<file path="src/rtl/mmc_chan_cmd_seq_if.sv">
// Request/DFI bundle for one MMC channel command sequencer.
//   init_done                        DFI init complete
//   req_valid/req_ready              request handshake
//   req_write/req_bank/page/line     request payload
//   dfi_cs/dfi_cmd1/dfi_cmd0         command strobe and {cmd1,cmd0} encoding
//   dfi_bank/dfi_addr                command bank and address
// Modports: slave = sequencer side, master = requester/DFI model side.
interface mmc_chan_cmd_seq_if #(
   parameter int NUM_BANKS = 32,
   parameter int PAGE_W    = 12,
   parameter int LINE_W    = 6,
   parameter int ADDR_W    = 15
);
   localparam int BANK_W = $clog2(NUM_BANKS);

   logic              init_done;
   logic              req_valid;
   logic              req_ready;
   logic              req_write;
   logic [BANK_W-1:0] req_bank;
   logic [PAGE_W-1:0] req_page;
   logic [LINE_W-1:0] req_line;
   logic              dfi_cs;
   logic              dfi_cmd1;
   logic              dfi_cmd0;
   logic [BANK_W-1:0] dfi_bank;
   logic [ADDR_W-1:0] dfi_addr;

   modport slave (
      input  init_done, req_valid, req_write, req_bank, req_page, req_line,
      output req_ready, dfi_cs, dfi_cmd1, dfi_cmd0, dfi_bank, dfi_addr
   );

   modport master (
      output init_done, req_valid, req_write, req_bank, req_page, req_line,
      input  req_ready, dfi_cs, dfi_cmd1, dfi_cmd0, dfi_bank, dfi_addr
   );
endinterface

</file>
<file path="src/rtl/mmc_chan_cmd_seq.sv">
// Per-channel DRAM command sequencer. Takes one read/write line request at a
// time, consults an open-page table and issues ACT/RD/WR/PRE to DFI while
// honouring tRCD (ACT->CAS), tRP (PRE->ACT) and tCCD (CAS->CAS).
// Ports:
//   clk            clock
//   reset_poweron  asynchronous reset, active high
//   bus            mmc_chan_cmd_seq_if.slave (request handshake + DFI command)
// Optional feature macro: MMC_CMD_SEQ_CLOSED_PAGE_EN
//   defined   -> closed-page: every CAS is followed by a PRE to the same bank
//                T_CCD cycles later, then a tRP wait before accepting again.
//   undefined -> open-page: banks stay open until a page conflict.
// All outputs are registered; cs is a single-cycle pulse per command.
module mmc_chan_cmd_seq #(
   parameter int NUM_BANKS = 32,
   parameter int PAGE_W    = 12,
   parameter int LINE_W    = 6,
   parameter int ADDR_W    = 15,
   parameter int T_RCD     = 3,
   parameter int T_RP      = 3,
   parameter int T_CCD     = 4
) (
   input  logic                  clk,
   input  logic                  reset_poweron,
   mmc_chan_cmd_seq_if.slave     bus
);
   localparam int BANK_W = $clog2(NUM_BANKS);
   localparam int T_MAX  = (T_RCD > T_RP) ? ((T_RCD > T_CCD) ? T_RCD : T_CCD)
                                          : ((T_RP  > T_CCD) ? T_RP  : T_CCD);
   localparam int TMR_W  = $clog2(T_MAX + 1);

   localparam logic [1:0] C_ACT = 2'b00;
   localparam logic [1:0] C_RD  = 2'b01;
   localparam logic [1:0] C_WR  = 2'b10;
   localparam logic [1:0] C_PRE = 2'b11;

   typedef enum logic [2:0] {
      S_WAIT_INIT, S_IDLE, S_PRE, S_PRE_WAIT, S_ACT, S_ACT_WAIT, S_CAS, S_PRECHG
   } state_t;

   state_t                              state;
   logic [TMR_W-1:0]                    tmr;     // tRCD / tRP countdown
   logic [TMR_W-1:0]                    ccd;     // tCCD countdown, 0 = expired
   logic                                r_write;
   logic [BANK_W-1:0]                   r_bank;
   logic [PAGE_W-1:0]                   r_page;
   logic [LINE_W-1:0]                   r_line;
   logic [NUM_BANKS-1:0]                open_q;
   logic [NUM_BANKS-1:0][PAGE_W-1:0]    page_q;
   logic                                ready_q;
   logic                                cs_q;
   logic [1:0]                          cmd_q;
   logic [BANK_W-1:0]                   bank_q;
   logic [ADDR_W-1:0]                   addr_q;

   assign bus.req_ready = ready_q;
   assign bus.dfi_cs    = cs_q;
   assign bus.dfi_cmd1  = cmd_q[1];
   assign bus.dfi_cmd0  = cmd_q[0];
   assign bus.dfi_bank  = bank_q;
   assign bus.dfi_addr  = addr_q;

   always_ff @(posedge clk or posedge reset_poweron) begin
      if (reset_poweron) begin
         state   <= S_WAIT_INIT;
         tmr     <= '0;
         ccd     <= '0;
         r_write <= 1'b0;
         r_bank  <= '0;
         r_page  <= '0;
         r_line  <= '0;
         open_q  <= '0;
         page_q  <= '0;
         ready_q <= 1'b0;
         cs_q    <= 1'b0;
         cmd_q   <= 2'b00;
         bank_q  <= '0;
         addr_q  <= '0;
      end else begin
         // command outputs default to idle; a command state overrides for one cycle
         cs_q   <= 1'b0;
         cmd_q  <= 2'b00;
         bank_q <= '0;
         addr_q <= '0;
         // tCCD runs everywhere; a CAS issue below reloads it
         if (ccd != '0) ccd <= ccd - TMR_W'(1);

         case (state)
            S_WAIT_INIT: begin
               if (bus.init_done) begin
                  state   <= S_IDLE;
                  ready_q <= 1'b1;
               end
            end

            S_IDLE: begin
               if (bus.req_valid) begin
                  ready_q <= 1'b0;
                  r_write <= bus.req_write;
                  r_bank  <= bus.req_bank;
                  r_page  <= bus.req_page;
                  r_line  <= bus.req_line;
                  if (!open_q[bus.req_bank])
                     state <= S_ACT;
                  else if (page_q[bus.req_bank] == bus.req_page)
                     state <= S_CAS;
                  else
                     state <= S_PRE;
               end
            end

            S_PRE: begin
               cs_q           <= 1'b1;
               cmd_q          <= C_PRE;
               bank_q         <= r_bank;
               open_q[r_bank] <= 1'b0;
               if (T_RP == 1) begin
                  state <= S_ACT;
               end else begin
                  tmr   <= TMR_W'(T_RP - 1);
                  state <= S_PRE_WAIT;
               end
            end

            // Exits on the cycle the count reads 1 so the next command lands
            // exactly T_RP after the PRE.
            S_PRE_WAIT: begin
               if (tmr <= TMR_W'(1)) begin
`ifdef MMC_CMD_SEQ_CLOSED_PAGE_EN
                  state   <= S_IDLE;
                  ready_q <= 1'b1;
`else
                  state   <= S_ACT;
`endif
               end else begin
                  tmr <= tmr - TMR_W'(1);
               end
            end

            S_ACT: begin
               cs_q           <= 1'b1;
               cmd_q          <= C_ACT;
               bank_q         <= r_bank;
               addr_q         <= ADDR_W'(r_page);
               open_q[r_bank] <= 1'b1;
               page_q[r_bank] <= r_page;
               if (T_RCD == 1) begin
                  state <= S_CAS;
               end else begin
                  tmr   <= TMR_W'(T_RCD - 1);
                  state <= S_ACT_WAIT;
               end
            end

            S_ACT_WAIT: begin
               if (tmr <= TMR_W'(1)) state <= S_CAS;
               else                  tmr   <= tmr - TMR_W'(1);
            end

            S_CAS: begin
               if (ccd == '0) begin
                  cs_q   <= 1'b1;
                  cmd_q  <= r_write ? C_WR : C_RD;
                  bank_q <= r_bank;
                  addr_q <= ADDR_W'(r_line);
                  ccd    <= TMR_W'(T_CCD - 1);
`ifdef MMC_CMD_SEQ_CLOSED_PAGE_EN
                  state   <= S_PRECHG;
`else
                  state   <= S_IDLE;
                  ready_q <= 1'b1;
`endif
               end
            end

`ifdef MMC_CMD_SEQ_CLOSED_PAGE_EN
            // Auto-precharge waits on the same tCCD timer, so PRE lands
            // exactly T_CCD after the CAS.
            S_PRECHG: begin
               if (ccd == '0) begin
                  cs_q           <= 1'b1;
                  cmd_q          <= C_PRE;
                  bank_q         <= r_bank;
                  open_q[r_bank] <= 1'b0;
                  if (T_RP == 1) begin
                     state   <= S_IDLE;
                     ready_q <= 1'b1;
                  end else begin
                     tmr   <= TMR_W'(T_RP - 1);
                     state <= S_PRE_WAIT;
                  end
               end
            end
`endif

            default: begin
               state   <= S_WAIT_INIT;
               ready_q <= 1'b0;
            end
         endcase
      end
   end
endmodule
</file>
<file path="src/flat_wrapper.sv">
// flat-port wrapper written by rule: the top's interface ports become plain ports
module mmc_chan_cmd_seq_flat 
#(
   parameter int NUM_BANKS = 32,
   parameter int PAGE_W    = 12,
   parameter int LINE_W    = 6,
   parameter int ADDR_W    = 15,
   parameter int T_RCD     = 3,
   parameter int T_RP      = 3,
   parameter int T_CCD     = 4
)
  (clk, reset_poweron, bus_init_done, bus_req_valid, bus_req_write, bus_req_bank, bus_req_page, bus_req_line, bus_req_ready, bus_dfi_cs, bus_dfi_cmd1, bus_dfi_cmd0, bus_dfi_bank, bus_dfi_addr);
  mmc_chan_cmd_seq_if #(.NUM_BANKS(NUM_BANKS), .PAGE_W(PAGE_W), .LINE_W(LINE_W), .ADDR_W(ADDR_W)) bus_i ();
  input  logic clk;
  input  logic reset_poweron;
  input wire logic [$bits(bus_i.init_done)-1:0] bus_init_done;
  input wire logic [$bits(bus_i.req_valid)-1:0] bus_req_valid;
  input wire logic [$bits(bus_i.req_write)-1:0] bus_req_write;
  input wire logic [$bits(bus_i.req_bank)-1:0] bus_req_bank;
  input wire logic [$bits(bus_i.req_page)-1:0] bus_req_page;
  input wire logic [$bits(bus_i.req_line)-1:0] bus_req_line;
  output wire logic [$bits(bus_i.req_ready)-1:0] bus_req_ready;
  output wire logic [$bits(bus_i.dfi_cs)-1:0] bus_dfi_cs;
  output wire logic [$bits(bus_i.dfi_cmd1)-1:0] bus_dfi_cmd1;
  output wire logic [$bits(bus_i.dfi_cmd0)-1:0] bus_dfi_cmd0;
  output wire logic [$bits(bus_i.dfi_bank)-1:0] bus_dfi_bank;
  output wire logic [$bits(bus_i.dfi_addr)-1:0] bus_dfi_addr;
  assign bus_i.init_done = bus_init_done;
  assign bus_i.req_valid = bus_req_valid;
  assign bus_i.req_write = bus_req_write;
  assign bus_i.req_bank = bus_req_bank;
  assign bus_i.req_page = bus_req_page;
  assign bus_i.req_line = bus_req_line;
  assign bus_req_ready = bus_i.req_ready;
  assign bus_dfi_cs = bus_i.dfi_cs;
  assign bus_dfi_cmd1 = bus_i.dfi_cmd1;
  assign bus_dfi_cmd0 = bus_i.dfi_cmd0;
  assign bus_dfi_bank = bus_i.dfi_bank;
  assign bus_dfi_addr = bus_i.dfi_addr;
  mmc_chan_cmd_seq #(.NUM_BANKS(NUM_BANKS), .PAGE_W(PAGE_W), .LINE_W(LINE_W), .ADDR_W(ADDR_W), .T_RCD(T_RCD), .T_RP(T_RP), .T_CCD(T_CCD)) u_core (.clk(clk), .reset_poweron(reset_poweron), .bus(bus_i));
endmodule
</file>
<file path="config.mk">
export PLATFORM = sky130hd
export DESIGN_NAME = mmc_chan_cmd_seq_flat
export DESIGN_NICKNAME = d
export VERILOG_FILES = /design/src/rtl/mmc_chan_cmd_seq_if.sv /design/src/rtl/mmc_chan_cmd_seq.sv /design/src/flat_wrapper.sv
export SDC_FILE = /design/constraint.sdc
export NUM_CORES = 1
export LEC_CHECK = 0
export ABC_AREA = 1
export BUFFER_PORTS_ARGS = -buffer_cell sky130_fd_sc_hd__buf_2
export CAP_MARGIN = 10
export CORE_MARGIN = 8
export CORE_UTILIZATION = 35
export DETAILED_ROUTE_END_ITERATION = 8
export GPL_ROUTABILITY_DRIVEN = 0
export HOLD_SLACK_MARGIN = 0.15
export RECOVER_POWER = 25
export REMOVE_ABC_BUFFERS = 1
export SLEW_MARGIN = 10
export SYNTH_ARGS = -nofsm -noshare
export SYNTH_HDL_FRONTEND = slang
export SYNTH_SLANG_ARGS = --single-unit
export TNS_END_PERCENT = 50
</file>
<file path="constraint.sdc">
create_clock -name clk -period 14.1 [get_ports clk]
set_clock_uncertainty 0.05 [all_clocks]
set_input_delay 0 -clock clk [delete_from_list [all_inputs] [get_ports clk]]
set_output_delay 0 -clock clk [all_outputs]
set_load 0.03 [all_outputs]
</file>
# ---- Word-level counts from Yosys, hierarchy flattened
# Index checks and enable logic that the tools add are counted.
# W data, S select, Z words.
dict set report totals {
  wordCells 117
  register_bits 473
}
dict set report classes {
  add_sub_neg 2
  n_reduce_logical 13
  n_bitwise 4
  n_mux 36
  order_cmp 4
  n_eq_ne 13
}
# cell n
set op_table {}
lappend op_table {{$bwmux W384} 1}
lappend op_table {{$pmux W32 S2} 1}
lappend op_table {{$bmux W12 S5} 1}
lappend op_table {{$demux W12 S5} 1}
lappend op_table {{$mux W3} 11}
lappend op_table {{$and A32 B32 Y32} 1}
lappend op_table {{$not A32 Y32} 1}
lappend op_table {{$or A32 B32 Y32} 1}
lappend op_table {{$pmux W15 S2} 1}
lappend op_table {{$mux W12} 2}
lappend op_table {{$pmux W3 S7} 1}
lappend op_table {{$eq A12 B12 Y1} 1}
lappend op_table {{$lt A5 B6 Y1 const B} 2}
lappend op_table {{$pmux W5 S2} 1}
lappend op_table {{$eq A3 B3 Y1 const B} 3}
lappend op_table {{$eq A3 B2 Y1 const B} 2}
lappend op_table {{$logic_not A3 Y1} 2}
lappend op_table {{$mux W1} 6}
lappend op_table {{$mux W6} 1}
lappend op_table {{$ne A2 B1 Y1 const B} 3}
lappend op_table {{$ne A2 B2 Y1 const B} 3}
lappend op_table {{$pmux W3 S2} 1}
lappend op_table {{$sub A3 B1 Y3 const B} 2}
lappend op_table {{$bmux W1 S5} 1}
lappend op_table {{other kinds (18)} 22}

# ---- Logic depth before layout (Yosys ltp)
dict set report logic_depth {
  word_depth 7
  depth_mapped 22
  depth_no_buf 19
}

# ---- Worst setup path before layout
# OpenSTA, ideal clock, no wires.
dict set report synth_timing {
  path_type {reg2reg}
  from {register u_core.r_bank[1]}
  to {register u_core.page_q[222] (netlist bit)}
  stages_incl_launch_ff 9
  period_less_slack_ns 1.744
  path_buffers 1
  arrival_time_ns 1.561
  setup_time_ns 0.133
  path_slack_ns 12.356
  path_cell_list {dfrtp_1 -> inv_1 -> nor2_1 -> clkinv_1 -> nor2_1 -> nand2_1 -> buf_2 -> nand2_1 -> o21ai_0}
}
dict set report synth_between {
  elab_chain_cells 5
  word_cells_on_any_way 6
  cone_classes {2 x order compare; 3 x mux; 1 x reduce/logical}
}
# element line_no
set synth_rtl {}
lappend synth_rtl {{from (decl)} mmc_chan_cmd_seq.sv:44} ;# logic [BANK_W-1:0] r_bank;
lappend synth_rtl {{from (signal assigned)} mmc_chan_cmd_seq.sv:99} ;# r_bank <= bus.req_bank;
lappend synth_rtl {{$lt A5 B6 Y1 (implied by the code) or $ge A5 B1 Y1 (tied branches)} mmc_chan_cmd_seq.sv:145} ;# page_q[r_bank] <= r_page;
lappend synth_rtl {{$logic_and A1 B1 Y1 (implied by the code)} mmc_chan_cmd_seq.sv:145}
lappend synth_rtl {{$mux W12 (implied by the code)} mmc_chan_cmd_seq.sv:145}
lappend synth_rtl {{$demux W12 S5 *} --}
lappend synth_rtl {{$bwmux W384 *} mmc_chan_cmd_seq.sv:145}
lappend synth_rtl {{to (signal, indexed assignment)} mmc_chan_cmd_seq.sv:145}
lappend synth_rtl {{to (decl)} mmc_chan_cmd_seq.sv:48} ;# logic [NUM_BANKS-1:0][PAGE_W-1:0] page_q;
# Every way passes the cells marked *; elsewhere a longest branch is shown, timed or not.
# A chain may end at the register's enable or synchronous reset.

==> impl_metrics.json <==
{
  "leakagePower_uw": 0.0110,
  "path_clk_slew_ns": 0.06,
  "clkPwrFrac": 0.310,
  "fp.dieW_um": 264,
  "overflow": 0,
  "syn_to_final_growth_pct": 10.8,
  "postCtsSetupBuffers": 0,
  "rsz0062_at_grt": "false",
  "ant_nets": 0,
  "cp.required_ns": 14.70,
  "io_buffers": 48,
  "slowest_delay_ns": 2.97,
  "whs_endpoint": "u_core.r_page[6]",
  "via_count": 18500,
  "crit_path_cell_trace": "dlygate4sd3_1 -> buf_2 -> dlygate4sd3_1 -> clkinvlp_2 -> buf_4 -> buf_4",
  "num_rows": 91,
  "die_h_um": 264,
  "cts_max_level": 2,
  "r2r-start": "u_core.state[2]",
  "clock_latency_ns": 0.60,
  "power_frac_comb": 0.248,
  "grt_use_met2": 0.294,
  "worstHoldStart": "bus_req_page[6]",
  "startpoint_type": "input pin",
  "root_buffer": "clkbuf_16",
  "setup_viol": 0,
  "cp.arrival_ns": 6.13,
  "antenna_found_initial": 3,
  "placed_area_mm2": 0.0220,
  "hold_class": "input pin to flip-flop",
  "worst_r2r_path_depth": 9,
  "firstDrtPassIters": 6,
  "slew_headroom": -2.56,
  "viasPerCell": 5.29,
  "final_cell_area_mm2": 0.0239,
  "end_kind": "async pin",
  "die-area_mm2": 0.0699,
  "numCtsBuffers": 49,
  "grt_busiest_layer": "met2",
  "rr_endpoint": "u_core.bus.dfi_bank[4]",
  "area.sequential_mm2": 0.0118,
  "pin_count": 52,
  "synthCells": 2715,
  "finalHoldViolCount": 0,
  "ff2ff_setup_slack_ns": 9.32,
  "path_max_fanout": 112,
  "fin_nets": 2701,
  "ctsResizeCount": 0,
  "outcome": "finished with violations",
  "avgSynthCellArea_um2": 7.96,
  "max_freq_ghz": 0.181,
  "grt_use_met1": 0.252,
  "yosysWarnings": 0,
  "final_layout_size_suffix_gt1_frac": 0.0488,
  "yosys_register_bits": 470,
  "syn_area_mm2": 0.0216,
  "grt_max_degree": 164,
  "p_seq_frac": 0.441,
  "n_antenna_cell": 0,
  "clockBufferDepth": 3,
  "min_period_ns": 5.53,
  "fillers": 6203,
  "multi_input_area_mm2": 0.00849,
  "worstMarginPinSlew_ns": 5.32,
  "p_int_uw": 2770,
  "netSwitchingPower_uw": 1500,
  "maxSlewViolCount": 195,
  "holdPathStages": 4,
  "cpMaxStageDelayCell": "clkinvlp_2",
  "finalCritPeriodShare": 0.392,
  "hpwl_mm": 39.3,
  "core_mm2": 0.0614,
  "powerDensity_mw_per_mm2": 179,
  "fin_tns_setup_ns": 0,
  "cts_tree": "built",
  "p_total_uw": 4270,
  "crit_start": "reset_poweron",
  "ir_drop_mv": 0.0896,
  "violations": "capacitance limit, slew limit",
  "grt_first_pass_wirelength_mm": 105,
  "path_buf_inv": 6,
  "swShare": 0.351,
  "first_global_vias": 17900,
  "synth_cell_types": 33,
  "routed_wirelength_mm": 66.7,
  "critical-path-top-delay-family": "buffers and inverters",
  "routedWlPerCell_um": 19.1,
  "seq_area_frac_synth": 0.544,
  "initial_core_util": 0.352,
  "critPathKind": "input pin to async pin",
  "drc_errors": 0,
  "clock_sinks": 470,
  "met3_usage": 0.0349,
  "maxCapViolCount": 3,
  "drt_iter0_markers": 1974,
  "gr-usage-all-layers": 0.187
}
==> routing by layer <==
layer	part of all wire	routed length, um	vias to the layer above
met5	0	0	-
met4	0.041	2760	0
met3	0.072	4780	147
met2	0.45	29800	685
met1	0.44	29300	8975
li1	-	-	8698
==> how the worst max path moves through the flow <==
| stage | slack [ns] | cells after the start | end |
|---|---|---|---|
| global route | 7.55 | 6 | u_core.page_q[51] |
| detailed placement | 10.17 | 19 | u_core.state[2] |
| CTS | 10.77 | 19 | u_core.state[2] |
| floorplan | 0.94 | 1 | async pin |
| global placement | 10.20 | 19 | u_core.state[2] |
| finish | 8.57 | 6 | u_core.page_q[75] |
==> final cells by class <==
type / instances / share of cell area
Sequential cell: 470 / 0.491
Clock buffer: 72 / 0.0604
Multi-Input combinational cell: 1953 / 0.355
Tap cell: 790 / 0.0413
Inverter: 93 / 0.0149
Timing Repair Buffer: 101 / 0.0296
Clock inverter: 16 / 0.00779
==> cells by family (layout without fill, tap and decap cells) <==
group,count (synthesis),count (layout),share of synthesized area
AOI/OAI and AO/OA,493,493,0.118
xor gates and xnor gates,2,2,0.000811
adders and majority gates,5,5,0.00290
buffers and inverters,294,282,0.0628
DFF,470,470,0.544
muxes,2,2,0.00104
other,1,3,0.000174
and+or+nand+nor,1448,1448,0.270
==> through the flow <==
stage                     hold WS [ns]  setup WS (ns)  instances  utilization
after global placement           0.186          10.20       3376        0.359
after detailed placement         0.192          10.17       3376        0.359
after floorplan                  0.101          0.941       2516            -
after CTS                        0.212          10.77       3494        0.391
final                            0.244           8.57       3495        0.390
after global routing             0.278           7.55       3495        0.390
==> sequential cells by signal (all words and copies together), names as in the netlist, named ones only <==
| register | flops |
|---|---|
| u_core.state | 3 |
| u_core.page_q | 384 |
| u_core.r_bank | 5 |
| u_core.bus.dfi_addr | 12 |
| u_core.r_write | 1 |
| u_core.ccd | 3 |
| u_core.r_line | 6 |
| u_core.cmd_q | 2 |
| u_core.r_page | 12 |
| u_core.bus.req_ready | 1 |
| u_core.bus.dfi_bank | 5 |
| u_core.tmr | 3 |
| u_core.bus.dfi_cs | 1 |
==> cells in the mapped netlist <==
master | instances | area, um^2
a21oi_1 | 14 | 70.1
a31oi_1 | 3 | 18.8
a32oi_1 | 1 | 8.76
a41oi_1 | 1 | 8.76
buf_1 | 10 | 37.5
buf_2 | 39 | 195
buf_4 | 10 | 75.1
buf_6 | 22 | 248
clkbuf_1 | 120 | 450
clkinv_1 | 2 | 7.51
conb_1 | 1 | 3.75
dfrtp_1 | 470 | 11800
ha_1 | 5 | 62.6
inv_1 | 87 | 327
inv_2 | 3 | 11.3
inv_4 | 1 | 6.26
mux2_2 | 2 | 22.5
nand2_1 | 1005 | 3770
nand3_1 | 298 | 1490
nand4_1 | 2 | 12.5
nor2_1 | 127 | 477
nor2_2 | 1 | 6.26
nor3_1 | 14 | 70.1
nor3b_1 | 1 | 7.51
o211ai_1 | 6 | 45.0
o21ai_0 | 445 | 2230
o21ai_1 | 4 | 20.0
o221ai_1 | 4 | 35.0
o22ai_1 | 5 | 31.3
o31ai_1 | 9 | 67.6
o32ai_1 | 1 | 8.76
xnor2_1 | 1 | 8.76
xor2_1 | 1 | 8.76
==> layout by cell type, fill, tap and decap left out, drive strengths merged, types with 2 or more instances in the layout <==
cell	Yosys	layout
ha	5	5
nand3	298	298
o31ai	9	9
dlygate4sd3	0	30
bufinv	0	4
o21ai	449	449
a21oi	14	14
nand2	1005	1005
nor2	128	128
nand4	2	2
mux2	2	2
o211ai	6	6
clkinvlp	0	2
conb	1	3
clkinv	2	13
clkbuf	120	94
buf	81	49
a31oi	3	3
o221ai	4	4
inv	91	90
dfrtp	470	470
nor3	14	14
o22ai	5	5
==> tightest hold or removal path: stages <==
cell and delay (ns):
dlygate4sd3_1 0.52, buf_2 0.16, inv_1 0.07, o21ai_0 0.08
==> power by group through the flow <==
stage,Clock [uW],Sequential (uW),Combinational (uW)
finish,1330,1890,1060
global route,1400,1930,1200
CTS,1350,1880,1060
detailed placement,0,1900,1050
global placement,0,1890,1030
floorplan,0,1890,638
==> repair_timing <==
action,CTS,global route
setup endpoints to repair,0,0
hold endpoints to repair,132,0
hold buffers,30,0
Power figures use the tool's default switching activity.
